[src/rtl/board_move_writer.sv]
// board_move_writer: accepts player moves, checks legality, writes the board,
// hands each written cell to an external win checker and sweeps the board clear
// on new_game. Optional single-level undo is built when BOARD_MOVE_UNDO_EN is defined.
module board_move_writer #(
  parameter int unsigned BOARD_SIZE = 10
) (
  input  logic       clk,
  input  logic       rst,
  input  logic       move_valid,
  input  logic [3:0] move_x,
  input  logic [3:0] move_y,
  output logic       move_ready,
  output logic       move_accept,
  output logic       move_reject,
  output logic [1:0] reject_code,
  output logic [3:0] recent_x,
  output logic [3:0] recent_y,
  output logic [1:0] piece_type,
  output logic       check_req,
  input  logic       win_in,
  input  logic [3:0] rd_x,
  input  logic [3:0] rd_y,
  output logic [1:0] rd_piece,
  output logic [1:0] turn,
  output logic [6:0] move_count,
  output logic       game_over,
  output logic [1:0] winner,
  input  logic       new_game,
  input  logic       undo_req
);

  localparam logic [6:0] FULL_COUNT = 7'(BOARD_SIZE * BOARD_SIZE);
  localparam logic [3:0] LAST_ROW   = 4'(BOARD_SIZE - 1);

  typedef enum logic [1:0] {ST_IDLE, ST_CHECK, ST_DONE, ST_CLEAR} state_t;

  state_t     state, state_d;
  logic [1:0] board [BOARD_SIZE][BOARD_SIZE];
  logic [3:0] clr_row;
  logic       in_range;
  logic [1:0] target_piece;
  logic       undo_ok;
  logic       do_write, do_reject, do_undo;
  logic       start_clear, clear_row, sweep_done;
  logic       check_win, check_draw, check_next;
  logic [1:0] reject_code_d;

  assign in_range    = (32'(move_x) < BOARD_SIZE) && (32'(move_y) < BOARD_SIZE);
  assign move_accept = check_req;

`ifdef BOARD_MOVE_UNDO_EN
  logic undo_avail;

  assign undo_ok = undo_req && (move_count != 7'd0) && undo_avail;

  // One level of undo: armed by a write, spent by an undo or a fresh game
  always_ff @(posedge clk) begin
    if (rst) begin
      undo_avail <= 1'b0;
    end else if (start_clear || do_undo) begin
      undo_avail <= 1'b0;
    end else if (do_write) begin
      undo_avail <= 1'b1;
    end
  end
`else
  logic unused_undo;

  assign unused_undo = undo_req;
  assign undo_ok     = 1'b0;
`endif

  // Cell lookups for the move target and the shared read port (00 off-board)
  always_comb begin
    target_piece = 2'b00;
    rd_piece     = 2'b00;
    for (int y = 0; y < BOARD_SIZE; y++) begin
      for (int x = 0; x < BOARD_SIZE; x++) begin
        if (4'(y) == move_y && 4'(x) == move_x) target_piece = board[y][x];
        if (4'(y) == rd_y && 4'(x) == rd_x) rd_piece = board[y][x];
      end
    end
  end

  // State register
  always_ff @(posedge clk) begin
    if (rst) state <= ST_IDLE;
    else     state <= state_d;
  end

  // Next-state and datapath strobes; new_game pre-empts everything
  always_comb begin
    state_d       = state;
    do_write      = 1'b0;
    do_reject     = 1'b0;
    do_undo       = 1'b0;
    start_clear   = 1'b0;
    clear_row     = 1'b0;
    sweep_done    = 1'b0;
    check_win     = 1'b0;
    check_draw    = 1'b0;
    check_next    = 1'b0;
    reject_code_d = 2'b00;
    move_ready    = (state == ST_IDLE) && !new_game;
    if (new_game) begin
      state_d     = ST_CLEAR;
      start_clear = 1'b1;
    end else begin
      case (state)
        ST_IDLE: begin
          if (undo_ok) begin
            do_undo = 1'b1;
          end else if (move_valid) begin
            if (!in_range) begin
              do_reject     = 1'b1;
              reject_code_d = 2'b01;
            end else if (target_piece != 2'b00) begin
              do_reject     = 1'b1;
              reject_code_d = 2'b10;
            end else begin
              do_write = 1'b1;
              state_d  = ST_CHECK;
            end
          end
        end
        ST_CHECK: begin
          if (win_in) begin
            check_win = 1'b1;
            state_d   = ST_DONE;
          end else if (move_count == FULL_COUNT) begin
            check_draw = 1'b1;
            state_d    = ST_DONE;
          end else begin
            check_next = 1'b1;
            state_d    = ST_IDLE;
          end
        end
        ST_DONE: state_d = ST_DONE;
        ST_CLEAR: begin
          clear_row = 1'b1;
          if (clr_row == LAST_ROW) begin
            sweep_done = 1'b1;
            state_d    = ST_IDLE;
          end
        end
        default: state_d = ST_IDLE;
      endcase
    end
  end

  // Board storage: reset wipes every cell, sweep clears a row, move/undo touch one cell
  always_ff @(posedge clk) begin
    for (int y = 0; y < BOARD_SIZE; y++) begin
      for (int x = 0; x < BOARD_SIZE; x++) begin
        if (rst || (clear_row && 4'(y) == clr_row)) begin
          board[y][x] <= 2'b00;
        end else if (do_write && 4'(y) == move_y && 4'(x) == move_x) begin
          board[y][x] <= turn;
        end else if (do_undo && 4'(y) == recent_y && 4'(x) == recent_x) begin
          board[y][x] <= 2'b00;
        end
      end
    end
  end

  // Game bookkeeping and registered status pulses
  always_ff @(posedge clk) begin
    if (rst) begin
      clr_row     <= 4'd0;
      recent_x    <= 4'd0;
      recent_y    <= 4'd0;
      piece_type  <= 2'b00;
      turn        <= 2'b01;
      move_count  <= 7'd0;
      game_over   <= 1'b0;
      winner      <= 2'b00;
      check_req   <= 1'b0;
      move_reject <= 1'b0;
      reject_code <= 2'b00;
    end else begin
      move_reject <= do_reject;
      reject_code <= reject_code_d;
      check_req   <= (state_d == ST_CHECK);
      if (start_clear)    clr_row <= 4'd0;
      else if (clear_row) clr_row <= clr_row + 4'd1;
      if (do_write) begin
        recent_x   <= move_x;
        recent_y   <= move_y;
        piece_type <= turn;
        move_count <= move_count + 7'd1;
      end else if (do_undo) begin
        move_count <= move_count - 7'd1;
        turn       <= {turn[0], turn[1]};
      end else if (check_win) begin
        game_over <= 1'b1;
        winner    <= piece_type;
      end else if (check_draw) begin
        game_over <= 1'b1;
        winner    <= 2'b11;
      end else if (check_next) begin
        turn <= {turn[0], turn[1]};
      end else if (sweep_done) begin
        turn       <= 2'b01;
        move_count <= 7'd0;
        game_over  <= 1'b0;
        winner     <= 2'b00;
      end
    end
  end

endmodule

[config.mk]
export PLATFORM = sky130hd
export DESIGN_NAME = board_move_writer
export DESIGN_NICKNAME = d
export VERILOG_FILES = /design/src/rtl/board_move_writer.sv
export SDC_FILE = /design/constraint.sdc
export NUM_CORES = 1
export LEC_CHECK = 0
export ABC_AREA = 1
export CELL_PAD_IN_SITES_DETAIL_PLACEMENT = 0
export CELL_PAD_IN_SITES_GLOBAL_PLACEMENT = 1
export CORE_MARGIN = 8
export CORE_UTILIZATION = 50
export CTS_CLUSTER_DIAMETER = 50
export DETAILED_ROUTE_END_ITERATION = 8
export PLACE_DENSITY_LB_ADDON = 0.05
export SLEW_MARGIN = 25
export SYNTH_ARGS = -nofsm -noshare
export SYNTH_HDL_FRONTEND = slang
export SYNTH_SLANG_ARGS = --single-unit
[constraint.sdc]
create_clock -name clk -period 14.1 [get_ports clk]
set_input_delay 2.115 -clock clk [delete_from_list [all_inputs] [get_ports clk]]
set_output_delay 2.115 -clock clk [all_outputs]
set_load 0.01 [all_outputs]
==> results of run 1 <==
-- cells in the mapped netlist (32+ instances only) --
library cell / number
dfxtp_1: 32
edfxtp_1: 200
o21ai_1: 94
nor2_1: 531
clkbuf_1: 65
nand3_1: 84
a21oi_1: 52
nand2_1: 352
inv_1: 136
nand4_1: 82
nand3_2: 82
-- worst reg2reg max path, delay by kind of cell, from the launching register on --
kind                   cells  cell delay [ns]
AND/OR/NAND/NOR           57             6.33
buffers and inverters      1             0.46
flip-flops                 1             0.39
AO/OA/AOI/OAI              1             0.29
-- kinds of logic (layout without fill, tap and decap cells) --
kind of cell               Yosys count  in the layout  share of synthesized area
adders and majority gates            6              6                    0.00520
xor gates and xnor gates             4              4                    0.00243
and+or+nand+nor                   1212           1212                      0.386
muxes                                3              3                    0.00208
AOI/OAI and AO/OA                  190            190                     0.0679
buffers and inverters              252            307                     0.0758
DFF                                232            232                      0.461
-- metrics by stage --
stage          cell area (sq um)  hold slack, ns  cells
2_1_floorplan              14400           0.477   1899
3_3_place_gp               15200           0.450   2274
3_5_place_dp               15300           0.451   2274
4_1_cts                    16500           0.460   2338
5_1_grt                    16500           0.514   2338
6_report                   16500           0.459   2338
-- sequential cells by signal (all words and copies together) (netlist names) --
signal and cells:
recent_y 4, board 200, check_req 1, piece_type 2, game_over 1, winner 2
state 2, turn 2, clr_row 4, recent_x 4, reject_code 2, move_reject 1
move_count 7
-- cell type report --
| cell class | instances | area share |
|---|---|---|
| clock buffers | 41 | 0.0572 |
| clock inverters | 23 | 0.0154 |
| inverters | 156 | 0.0360 |
| multi-input cells | 1415 | 0.411 |
| flip-flops and latches | 232 | 0.404 |
| well taps | 384 | 0.0292 |
| repair buffers | 87 | 0.0475 |
-- power groups by stage --
stage / Combinational [W] / Sequential, W / Clock, W
after floorplan: 0.0000824 / 0.000790 / 0
after global placement: 0.000133 / 0.000794 / 0
final: 0.000136 / 0.000781 / 0.000899
after detailed placement: 0.000135 / 0.000794 / 0
after CTS: 0.000135 / 0.000781 / 0.000907
after global routing: 0.000147 / 0.000783 / 0.000933
-- path summary, 6_finish.rpt --
check | start | to | slack (ns)
max | rd_x[0] | rd_piece[1] | 2.15
min | winner[1] | winner[1] | 0.46
max reg2reg | board[0][16] | board[8][9] | 6.31
min reg2reg | winner[1] | winner[1] | 0.46
-- cell usage in the layout, fill, tap and decap left out, drive strengths merged, types with 3 or more instances in the layout --
master / n
nor2: 538
nor3b: 11
a31oi: 7
bufinv: 5
clkinv: 26
a21oi: 52
nand4: 83
edfxtp: 200
xor2: 4
inv: 147
clkdlybuf4s50: 50
clkbuf: 41
and3: 13
ha: 6
nand2: 364
mux2i: 3
buf: 37
nand3: 166
o21ai: 124
nor3: 30
dfxtp: 32
or2: 6
-- routing by layer --
metal  part of all wire  vias up  track usage
met5                  0        -            0
met4              0.041        0        0.110
met3              0.076      123       0.0351
met2               0.46      576        0.452
met1               0.42     6319        0.358
li1                   -     6404            -
==> results.cfg, run 1 <==
[drt]
postRouteAntennaNets = 0
viasPerCell = 5.74
routed_wl_mm = 46.6
drc = 0
vias = 13422
routedWlPerCell_um = 19.9
drtPass1Iterations = 6
drtIter0Drc = 1341

[critical_path]
cpMostUsedCell = nand4_1
cp_data_arrival_time_ns = 9.84
crit_slowest_cell = nand2_1
critical_path_class = primary input to output port
timing.critical_path.buf_inv = 2
startpoint_type = primary input
critPathRequiredTime_ns = 11.98
cp-end-kind = output port
path_delay_family = simple AND/OR/NAND/NOR gates
r2r_cells = 59
worst-path-stages = 58
cp_max_fo = 13
slowest_delay_ns = 0.61

[yosys]
netlist_instances = 1899
ys_seq_elements = 232
syn_area_sq_mm = 0.0144
synth_area_leaders = edfxtp_1 42%, nor2_1 14%, nand2_1 9.2%, nand3_2 5.7%, dfxtp_1 4.4%
synth.net_count = 1927
ys_async_sr_fraction = 0
synth_cell_type_count = 41
yosysWarnings = 0
syn_area_per_cell_sq_um = 7.60
synth_flop_cell = edfxtp_1
synth_edf_count = 200
synth_top_area_frac = 0.416
yosysSeqAreaShare = 0.461
synth_top_cell_by_area = edfxtp_1

[global_route]
grt_antenna_before_repair = 0
grt_pass1_wl_mm = 72.6
grt_usage = 0.273
grt-ovfl-total = 0
grt_max_degree = 85
grt_pass1_vias = 13084

[sta]
slew_violations = 0
hold_viol = 0
worstMarginPinSlew_ns = 0.888
finalSetupViolCount = 0
period_share = 0.848
fin_tns_setup_ns = 0
grt_setup_unrepaired = false
fin_crit_ns = 11.95
fin_skew_ns = 0.0114
max_freq_ghz = 0.0837
max-slew-margin-rel = 0.406
fin_ws_ns = 2.15

[flow_run]
cap_violations = 0

[hold_path]
holdPathStages = 2
hp-class = flop to flop

[cells_and_area]
final_layout_size_suffix_gt1_frac = 0.113
post-route-util = 0.576
syn_to_final_growth_pct = 14.1
fillers = 2702
multiInputGateArea_sq_mm = 0.00676
fin_nets = 1956
antenna_cells = 0
regArea_sq_mm = 0.00665

[clocking]
path_clk_slew_ns = 0.05
clk_latency_ns = 0.51
cts_tree = yes
cts_sinks = 232
cts_hold_buf = 0
clk_path_buf_depth = 3
cts_buffers = 36
cts_resized = 0
clock-root-buffer = clkbuf_16
htree_levels = 2
post_cts_buffers = 0

[floorplan]
die_h_um = 186
core_area_sq_mm = 0.0285
start_util = 0.505
die_x_um = 186
die-area_sq_mm = 0.0345
row_count = 62
io_pins = 52

[place]
pre_cts_slack_ns = 2.22
port_buffers = 50
gp_congestion = 0.905
dp_hpwl_mm = 31.7

[power]
switchingPower_w = 0.000441
pwr_density_cell_mw_per_mm2 = 110
p_int_w = 0.00138
finalPower_w = 0.00182
p_comb_frac = 0.075
power_leakage_nw = 5.73
p_sw_frac = 0.243
power.share.clock = 0.495
peakVddDrop_mv = 0.0983
seq_power_share = 0.430

[status]
status = completed
No activity file was read; power rests on OpenSTA's default activity.
==> inputs of run 2 (changes only) <==
--- a/config.mk
+++ b/config.mk
@@ -9,7 +9,7 @@
 export CELL_PAD_IN_SITES_DETAIL_PLACEMENT = 0
 export CELL_PAD_IN_SITES_GLOBAL_PLACEMENT = 1
 export CORE_MARGIN = 8
-export CORE_UTILIZATION = 50
+export CORE_UTILIZATION = 46
 export CTS_CLUSTER_DIAMETER = 50
 export DETAILED_ROUTE_END_ITERATION = 8
 export PLACE_DENSITY_LB_ADDON = 0.05
==> constraint.sdc (replaced) <==
create_clock -name clk -period 12.2 [get_ports clk]
set_input_delay 1.83 -clock clk [delete_from_list [all_inputs] [get_ports clk]]
set_output_delay 1.83 -clock clk [all_outputs]
set_load 0.01 [all_outputs]
==> run 2 against run 1 <==
  * Via count decreased by 0.74%
  * Sequential cell count unchanged
  * Register-to-register slack worse by 2.2 ns
  * Critical endpoint unchanged
  * Non-clock buffer count rose by 1
  * Largest power group unchanged
==> results.cfg, run 2 (synthesis results as in run 1) <==
[sta]
fin_tns_setup_ns = 0
finalSetupViolCount = 0
fin_crit_ns = 10.98
max_freq_ghz = 0.0911
period_share = 0.900
worstMarginPinSlew_ns = 1.09
fin_skew_ns = 0.0167
grt_setup_unrepaired = false
hold_viol = 0
max-slew-margin-rel = 0.267
slew_violations = 0
hold_slack_ns = 0.467

[critical_path]
crit_slowest_cell = clkdlybuf4s50_1
startpoint = rd_y[2]
critical_path_class = primary input to output port
startpoint_type = primary input
cp_data_arrival_time_ns = 9.15
cp-end-kind = output port
cp_max_fo = 8
slowest_delay_ns = 0.55
critPathRequiredTime_ns = 10.37
cpMostUsedCell = nand4_1
r2r-start = board[0][14]

[clocking]
post_cts_buffers = 0
clock-root-buffer = clkbuf_16
cts_sinks = 232
clk_path_buf_depth = 3
path_clk_slew_ns = 0.06
htree_levels = 2
cts_resized = 0
clk_latency_ns = 0.53
cts_hold_buf = 0
cts_tree = yes
cts_buffers = 37

[drt]
drtPass1Iterations = 8
vias = 13323
drtIter0Drc = 1154
viasPerCell = 5.64
drc = 0
routedWlPerCell_um = 20.3
routed_wl_mm = 47.9
postRouteAntennaNets = 0

[place]
dp_hpwl_mm = 32.2
place_area_sq_mm = 0.0153
gp_congestion = 0.877
placed_cells = 2293
port_buffers = 50

[floorplan]
die-area_sq_mm = 0.0373
core_area_sq_mm = 0.0312
die_x_um = 193
start_util = 0.462
die_h_um = 193
row_count = 65
io_pins = 52

[cells_and_area]
syn_to_final_growth_pct = 14.6
largest_reg_flops = 200
antenna_cells = 0
top_register = board
fillers = 3069
layout_commonest_cell = nor2_1
top_regs = board: 200 flops, move_count: 7 flops
final_layout_size_suffix_gt1_frac = 0.116
fin_nets = 1958
layout_common_cells = 531 x nor2_1, 352 x nand2_1, 200 x edfxtp_1
final_cell_area_sq_mm = 0.0165
final_cells = 2361

[power]
power_leakage_nw = 5.73
peakVddDrop_mv = 0.114
pwr_density_cell_mw_per_mm2 = 128
finalPower_w = 0.00212

[status]
status = completed

[hold_path]
hold_path.startpoint = winner[0]
hp-class = flop to flop

[global_route]
grt_pass1_wl_mm = 73.5
grt_antenna_before_repair = 0
grt_pass1_vias = 12955
grt_usage = 0.259
grt-ovfl-total = 0
grt_max_degree = 68

[flow_run]
cap_violations = 0
## run 2: changes by cell type in the layout (fill, tap and decap cells not counted), sizes merged
| cell | before | now |
|---|---|---|
| clkbuf | 41 | 39 |
| clkinv | 26 | 29 |
| inv | 147 | 146 |
| clkinvlp | 1 | 6 |
| buf | 37 | 38 |
| bufinv | 5 | 4 |
## run 2: final timing paths
kind,cells after the start,to,slack (ns)
setup / recovery,58,rd_piece[1],1.22
hold / removal,2,winner[0],0.47
setup reg to reg,59,board[7][19],4.11
hold reg to reg,2,winner[0],0.47
## run 2: critical path: cells and delay by family
family,cells,cell delay (ns)
and+or+nand+nor,51,5.58
buffers and inverters,3,1.14
AOI/OAI and AO/OA,2,0.28
muxes,2,0.29
## run 2: per-stage QoR
| step | util | setup WS, ns |
|---|---|---|
| finish | 0.530 | 1.22 |
| global route | 0.530 | 0.169 |
| CTS | 0.530 | 1.24 |
| detailed placement | 0.490 | 1.29 |
| global placement | 0.490 | 1.18 |
| floorplan | - | 4.09 |
## run 2: power by group
part | switching, W | internal [W]
clock | 0.000408 | 0.000650
combinational | 0.000117 | 0.0000416
sequential | 0.0000161 | 0.000886
total | 0.000542 | 0.00158
## run 2: area by class of cell
cell class / instances / area, sq um / share of cell area
clock buffers: 39 / 933 / 0.0564
inverters: 156 / 593 / 0.0359
clock inverters: 29 / 305 / 0.0185
repair buffers: 88 / 798 / 0.0483
multi-input cells: 1415 / 6760 / 0.409
flip-flops and latches: 232 / 6650 / 0.402
well taps: 402 / 503 / 0.0304
## run 2: per-layer routing
layer	track usage	share of wire	vias up	wire length, um
li1	-	-	6413	-
met1	0.343	0.43	6291	20700
met2	0.421	0.46	508	21900
met3	0.0423	0.073	111	3470
met4	0.0991	0.039	0	1860
met5	0	0	-	0
